===== src/rtl/hazard_ctrl_if.sv =====
// hazard_ctrl_if: pipeline-to-hazard-controller signal bundle
interface hazard_ctrl_if #(parameter int CNT_W = 16);
  logic [31:0] Instr_id_i;
  logic [31:0] Instr_ex_i;
  logic MemRead_ex_i;
  logic branch_taken_id_i;
  logic jump_id_i;
  logic md_start_ex_i;
  logic md_use_id_i;
  logic stall_o;
  logic IF_flush_o;
  logic pc_write_o;
  logic ifid_write_o;
  logic md_busy_o;
  logic [CNT_W-1:0] stall_cnt_o;
  modport master (
    output Instr_id_i, Instr_ex_i, MemRead_ex_i, branch_taken_id_i, jump_id_i, md_start_ex_i, md_use_id_i,
    input stall_o, IF_flush_o, pc_write_o, ifid_write_o, md_busy_o, stall_cnt_o
  );
  modport slave (
    input Instr_id_i, Instr_ex_i, MemRead_ex_i, branch_taken_id_i, jump_id_i, md_start_ex_i, md_use_id_i,
    output stall_o, IF_flush_o, pc_write_o, ifid_write_o, md_busy_o, stall_cnt_o
  );
endinterface


===== src/rtl/hazard_ctrl.sv =====
// hazard_ctrl: load-use / mult-div stall, branch flush and saturating stall counter
module hazard_ctrl #(
  parameter int MD_LAT = 8,
  parameter int CNT_W  = 16
) (
  input logic clk,
  input logic rst,
  hazard_ctrl_if.slave h
);
  localparam int CW = $clog2(MD_LAT);
  typedef enum logic {IDLE, BUSY} state_t;
  state_t state;
  logic [CW-1:0] md_cnt;
  logic [CNT_W-1:0] stall_cnt;
  logic [4:0] rt_ex, rs_id, rt_id;
  logic lu, md_busy, stall;
  assign rt_ex = h.Instr_ex_i[20:16];
  assign rs_id = h.Instr_id_i[25:21];
  assign rt_id = h.Instr_id_i[20:16];
  assign lu = h.MemRead_ex_i & (rt_ex != 5'd0) & (rt_ex == rs_id | rt_ex == rt_id);
  // Outputs are forced to their idle values while reset is held low, even before the edge
  assign md_busy = rst & (state == BUSY);
  assign stall = rst & (lu | (md_busy & h.md_use_id_i));
  assign h.stall_o = stall;
  assign h.pc_write_o = ~stall;
  assign h.ifid_write_o = ~stall;
  assign h.IF_flush_o = rst & (h.branch_taken_id_i | h.jump_id_i) & ~stall;
  assign h.md_busy_o = md_busy;
  assign h.stall_cnt_o = stall_cnt;
  always_ff @(posedge clk) begin
    if (!rst) begin
      state <= IDLE;
      md_cnt <= '0;
      stall_cnt <= '0;
    end else begin
      if (state == IDLE) begin
        if (h.md_start_ex_i) begin
          state <= BUSY;
          md_cnt <= CW'(MD_LAT - 1);
        end
      end else begin
        md_cnt <= md_cnt - 1'b1;
        if (md_cnt == '0) state <= IDLE;
      end
      if (stall && stall_cnt != '1) stall_cnt <= stall_cnt + 1'b1;
    end
  end
endmodule


===== src/flat_wrapper.sv =====
// flat-port wrapper written by rule: the top's interface ports become plain ports
module hazard_ctrl_flat 
#(
  parameter int MD_LAT = 8,
  parameter int CNT_W  = 16
)
  (clk, rst, h_Instr_id_i, h_Instr_ex_i, h_MemRead_ex_i, h_branch_taken_id_i, h_jump_id_i, h_md_start_ex_i, h_md_use_id_i, h_stall_o, h_IF_flush_o, h_pc_write_o, h_ifid_write_o, h_md_busy_o, h_stall_cnt_o);
  hazard_ctrl_if #(.CNT_W(CNT_W)) h_i ();
  input logic clk;
  input logic rst;
  input wire logic [$bits(h_i.Instr_id_i)-1:0] h_Instr_id_i;
  input wire logic [$bits(h_i.Instr_ex_i)-1:0] h_Instr_ex_i;
  input wire logic [$bits(h_i.MemRead_ex_i)-1:0] h_MemRead_ex_i;
  input wire logic [$bits(h_i.branch_taken_id_i)-1:0] h_branch_taken_id_i;
  input wire logic [$bits(h_i.jump_id_i)-1:0] h_jump_id_i;
  input wire logic [$bits(h_i.md_start_ex_i)-1:0] h_md_start_ex_i;
  input wire logic [$bits(h_i.md_use_id_i)-1:0] h_md_use_id_i;
  output wire logic [$bits(h_i.stall_o)-1:0] h_stall_o;
  output wire logic [$bits(h_i.IF_flush_o)-1:0] h_IF_flush_o;
  output wire logic [$bits(h_i.pc_write_o)-1:0] h_pc_write_o;
  output wire logic [$bits(h_i.ifid_write_o)-1:0] h_ifid_write_o;
  output wire logic [$bits(h_i.md_busy_o)-1:0] h_md_busy_o;
  output wire logic [$bits(h_i.stall_cnt_o)-1:0] h_stall_cnt_o;
  assign h_i.Instr_id_i = h_Instr_id_i;
  assign h_i.Instr_ex_i = h_Instr_ex_i;
  assign h_i.MemRead_ex_i = h_MemRead_ex_i;
  assign h_i.branch_taken_id_i = h_branch_taken_id_i;
  assign h_i.jump_id_i = h_jump_id_i;
  assign h_i.md_start_ex_i = h_md_start_ex_i;
  assign h_i.md_use_id_i = h_md_use_id_i;
  assign h_stall_o = h_i.stall_o;
  assign h_IF_flush_o = h_i.IF_flush_o;
  assign h_pc_write_o = h_i.pc_write_o;
  assign h_ifid_write_o = h_i.ifid_write_o;
  assign h_md_busy_o = h_i.md_busy_o;
  assign h_stall_cnt_o = h_i.stall_cnt_o;
  hazard_ctrl #(.MD_LAT(MD_LAT), .CNT_W(CNT_W)) u_core (.clk(clk), .rst(rst), .h(h_i));
endmodule

===== config.mk =====
export PLATFORM = sky130hd
export DESIGN_NAME = hazard_ctrl_flat
export DESIGN_NICKNAME = d
export VERILOG_FILES = /design/src/rtl/hazard_ctrl_if.sv /design/src/rtl/hazard_ctrl.sv /design/src/flat_wrapper.sv
export SDC_FILE = /design/constraint.sdc
export NUM_CORES = 1
export LEC_CHECK = 0
export ABC_AREA = 1
export BUFFER_PORTS_ARGS = -buffer_cell sky130_fd_sc_hd__buf_2
export CAP_MARGIN = 15
export CORE_MARGIN = 2
export CORE_UTILIZATION = 42
export DETAILED_ROUTE_END_ITERATION = 12
export HOLD_SLACK_MARGIN = 0.12
export PLACE_DENSITY = 0.8
export SYNTH_ARGS = -nofsm -noshare
export SYNTH_HDL_FRONTEND = slang
export SYNTH_SLANG_ARGS = --single-unit

===== constraint.sdc =====
create_clock -name clk -period 2.5 [get_ports clk]
set_clock_uncertainty 0.15 [all_clocks]
set_input_delay 0.5 -clock clk [delete_from_list [all_inputs] [get_ports clk]]
set_output_delay 0.5 -clock clk [all_outputs]
set_load 0.01 [all_outputs]

; ---- Yosys cells after proc, flatten, opt, wreduce, memory -nomap -nowiden
; Cells that the tools add are included.
[word_totals]
ff_bits = 20
[op_classes]
add_sub_neg = 2
n_eq_ne = 3
mux = 5
bitwise = 11
n_reduce_logical = 4
[op_table]
columns = operator, n
row1 = adder 16 x 1 -> 16 bit (second input constant), 1
row2 = inequality test 16 bit (second input constant), 1
row3 = equality test 5 bit, 2
row4 = bitwise AND 1 bit, 7
row5 = two-way mux 3 bit, 2
row6 = nonzero test 5 bit, 1
row7 = logical NOT 3 bit, 1
row8 = two-way mux 1 bit, 3
row9 = bitwise OR 1 bit, 3
row10 = subtractor 3 x 1 -> 3 bit (second input constant), 1
row11 = nonzero test 2 bit, 1
row12 = logical AND 1 bit, 1
row13 = NOT 1 bit, 1

; ---- Logic depth before layout (Yosys ltp)
[logic_depth]
word_depth = 7
depth_mapped = 13

; ---- Least setup slack after synthesis
; OpenSTA, ideal clock, no wires.
[synth_path]
kind = input port to output port
from = in h_Instr_ex_i[19]
to = out h_IF_flush_o
arrival_time_ps = 1399
t_required_ps = 1850
path_slack_ps = 451
cell_stages = 9
n_path_buf = 2
cell_sequence = inv_1 > nand4_1 > o21ai_0 > inv_1 > nand2_1 > nand2_1 > buf_4 > buf_4 > nor2_1
[synth_via]
elab_chain_len = 7
[synth_lines]
columns = element, line_no
row1 = "start, declared", flat_wrapper.sv:12  ; input wire logic [$bits(h_i.Instr_ex_i)-1:0] h_Instr_ex_i;
row2 = equality test 5 bit / nonzero test 5 bit (equally long branches), hazard_ctrl.sv:20  ; assign lu = h.MemRead_ex_i & (rt_ex != 5'd0) & (rt_ex == rs_id | rt_ex == rt_id);
row3 = bitwise OR 1 bit / bitwise AND 1 bit (equally long branches), hazard_ctrl.sv:20
row4 = bitwise AND 1 bit (*), hazard_ctrl.sv:20
row5 = bitwise OR 1 bit (*), hazard_ctrl.sv:23  ; assign stall = rst & (lu | (md_busy & h.md_use_id_i));
row6 = bitwise AND 1 bit (*), hazard_ctrl.sv:23
row7 = NOT 1 bit (*), hazard_ctrl.sv:27  ; assign h.IF_flush_o = rst & (h.branch_taken_id_i | h.jump_id_i) & ~stall;
row8 = bitwise AND 1 bit (*), hazard_ctrl.sv:27
row9 = "end, declared", flat_wrapper.sv:19  ; output wire logic [$bits(h_i.IF_flush_o)-1:0] h_IF_flush_o;
; Every way passes the cells marked *; elsewhere a longest branch is shown, timed or not.

; ---- Worst setup path after layout
[layout_path]
from = in h_Instr_ex_i[19]
to = out h_stall_o
[layout_via]
elab_chain_len = 5
[layout_lines]
columns = element, line_no
row1 = equality test 5 bit / nonzero test 5 bit (equally long branches), hazard_ctrl.sv:20
row2 = bitwise OR 1 bit / bitwise AND 1 bit (equally long branches), hazard_ctrl.sv:20
row3 = bitwise AND 1 bit (*), hazard_ctrl.sv:20
row4 = bitwise OR 1 bit (*), hazard_ctrl.sv:23
row5 = bitwise AND 1 bit (*), hazard_ctrl.sv:23
row6 = "end, declared", flat_wrapper.sv:18  ; output wire logic [$bits(h_i.stall_o)-1:0] h_stall_o;
; Marks and branches as above.

==> impl_results.md <==
- Critical path class: in -> out
- Placed standard-cell area: 1650 sq um
- Post-Layout Inst Area: 1670 sq um
- Instance count on the critical path: 12
- WP buf/inv: 4
- First-pass GRT wire length: a little under 5000 microns
- Vias in the first global route: 1205
- TritonCTS Buffers: 3
- Peak supply drop: 0.221 mV
- Setup ws final: 0.337 ns
- CP Cell Sequence: buf_2 -> inv_1 -> nand2_1 -> nand2_1 -> nor2_1 -> nand3_1 -> nand2_1 -> nand2_1 -> nand2_1 -> nand2_1 -> inv_1 -> buf_2
- Post-DP HPWL: around 2200 microns
- Die footprint: 3800 sq um
- Nets: between 300 and 400
- CTS tree: yes
- Worst path slowest cell: nand2_1
- Initial Util: 45.0%
- H-tree depth: 1
- Filler instances: 336
- Status: completed
- Tcrit/Tclk final: between 80% and 90%
- IO Count: 92
- WHS Path Cells: 3
- Dpl ws: 0.337 ns
- Top cell by count, worst path: nand2_1
- Hold-fix buffers, CTS: 0
- Finish-stage setup viols: 0
- Reg-to-Reg Start: u_core.h.stall_cnt_o[0]
- Arrival @ worst endpoint: about 1.5 ns
- Skew-Pair Late Insertion Delay: 0.30 ns
- Worst-margin pin slew: 0.279 ns
- Clock Tree Root: clkbuf_4
- Area Overhead vs Synth: 19.4%
- Share of post-route cells with drive strength above 1: 19.7%
- Pleak: around 0.94 nW
- Ys Warns: 0
- F_max: approximately 0.46 GHz
- # diodes: 0
- Delay-heaviest family, CP: simple AND/OR/NAND/NOR gates
- CP endpoint kind: primary output
- Mapped Cells: 237
- Fin util: 53.8%
- Placer Congestion: 0.814
- Power Density: between 300 and 400 nW/um^2
- Clk slew on worst S/H paths: 0.10 ns
- Startpoint types: primary input
- CP startpoint: h_Instr_ex_i[19]
- CP max FO: 4
- Final hold slack: 0.303 ns
- Reg2reg path depth: 12
- Vias per cell: 4.52
- ANT nets after route: 0
- Slew Limit Fails: 0
- PortBufs: 42
- DRC Markers: 0
- Area of the core: around 3100 sq um
- Post-Syn Nets: 311
- Slew HR: 81.3%
- Largest net degree at the start of global routing: 21
- DR pass1 iterations: 4
- RSZ-0062 raised after global routing: false
- Post-synth cell types: 24
- Die Ht: 61.7 microns
- Worst min-delay path category: in -> reg
- Reg-to-Reg End: u_core.h.stall_cnt_o[4]
- Hold Fails Final Rpt: 0
- R2R Setup Slk: 0.53 ns
- Vias: 1460
- Max Cap Viol: 0
- Grt ovf: 0
- CP required: around 1.9 ns
- Seq/Total Area, Yosys: ~29%
- Overall routing resource usage: 17.4%
- # clock sinks: 20
- Max stage delay on crit path: around 0.13 ns
- Clock Tree Buf Depth: 2
- Crit path capture: h_stall_o
- Final wirelength: 2760 microns
- Synthesized area: 1400 sq um
- Avg Synthesized Cell Area: 5.89 sq um
- Synth Register Bits: 20
- Initial DRC Count: 99
- Period minus WS final: 2.16 ns
- Resized cells post-CTS: 0
- DR WL/cell: about 8.6 microns
- Post CTS Setup Buffer Count: 0
- Num rows: 20
- Initial antenna violation count: 0
- Setup TNS: 0 ns
- Die Wd: approximately 60 microns
-- cell usage in the layout (no fill, tap or decap), types with 2 or more instances in the layout --
| master | netlist | layout |
|---|---|---|
| inv_1 | 43 | 43 |
| nand2_1 | 70 | 70 |
| dfxtp_1 | 20 | 20 |
| a21oi_1 | 10 | 10 |
| xnor2_1 | 3 | 3 |
| nor3_1 | 3 | 3 |
| nand3_1 | 19 | 19 |
| buf_2 | 1 | 42 |
| clkinv_1 | 2 | 2 |
| ha_1 | 3 | 3 |
| o21ai_0 | 3 | 3 |
| nand4_1 | 7 | 7 |
| clkbuf_4 | 0 | 3 |
| nor2_1 | 38 | 38 |
| nand2_2 | 2 | 2 |
| buf_4 | 4 | 3 |
-- cells by family after synthesis --
family	count (synthesis)	share of synthesized area, %
and+or+nand+nor	143	44.9
buffers and inverters	52	15.3
DFF	20	28.7
AOI/OAI and AO/OA	15	5.91
xor gates and xnor gates	4	2.51
adders and majority gates	3	2.69
-- synth_stat cells --
library cell / instances / area (sq um)
o21ai_0: 3 / 15.0
buf_4: 4 / 30.0
xor2_1: 1 / 8.76
nand2_2: 2 / 12.5
inv_1: 43 / 161
nand3_4: 1 / 17.5
nor2_8: 1 / 20.0
dfxtp_1: 20 / 400
nand2_1: 70 / 263
clkbuf_1: 1 / 3.75
a221oi_1: 1 / 8.76
nor2_1: 38 / 143
nor3_1: 3 / 15.0
nand4_1: 7 / 43.8
nand3_1: 19 / 95.1
a21oi_1: 10 / 50.1
nor2_4: 1 / 11.3
a311oi_1: 1 / 8.76
xnor2_1: 3 / 26.3
inv_4: 1 / 6.26
ha_1: 3 / 37.5
clkinv_1: 2 / 7.51
nor2_2: 1 / 6.26
buf_2: 1 / 5.00
-- stage by stage --
step,std cells,total power (W)
finish,323,0.000598
global route,323,0.000641
CTS,323,0.000611
detailed placement,320,0.000456
global placement,320,0.000453
floorplan,237,0.000417
-- worst min path at each step --
stage	startpoint	endpoint	slack, ns
after floorplan	u_core.md_cnt[2]	u_core.state	0.31
after global placement	u_core.md_cnt[2]	u_core.state	0.32
after detailed placement	u_core.md_cnt[1]	u_core.md_cnt[1]	0.35
after CTS	h_md_start_ex_i	u_core.md_cnt[2]	0.29
after global routing	h_md_start_ex_i	u_core.md_cnt[2]	0.29
final	h_md_start_ex_i	u_core.md_cnt[2]	0.30
-- final cells by class --
type,instances,area (sq um),area share (%)
Clock buffer,3,22.5,1.35
Inverter,46,175,10.5
Sequential cell,20,400,24.0
Tap cell,44,55.1,3.30
Timing Repair Buffer,45,233,14.0
Multi-Input combinational cell,165,782,46.9
-- power by group --
group	internal [W]	total [W]	switching, W
clock network	0.0000562	0.000150	0.0000936
logic	0.0000474	0.000112	0.0000649
registers	0.000328	0.000336	0.00000792
total	0.000432	0.000598	0.000166
-- per-layer routing --
layer	up-vias	wire length, microns	global-route usage (%)	share of wire [%]
li1	813	-	-	-
met1	609	1480	24.4	54
met2	36	1090	26.8	40
met3	2	165	5.04	6.0
met4	0	19	3.65	0.69
met5	-	0	0	0
-- state kept, by name, indices dropped and copies added (netlist names) --
| signal | count |
|---|---|
| u_core.h.stall_cnt_o | 16 |
| u_core.state | 1 |
| u_core.md_cnt | 3 |
-- worst min-delay path: cells and delay by family --
kind,cells,cell delay (ns)
and+or+nand+nor,1,0.05
buffers and inverters,1,0.10
AOI/OAI and AO/OA,1,0.05
No activity file was read; power rests on OpenSTA's default activity.
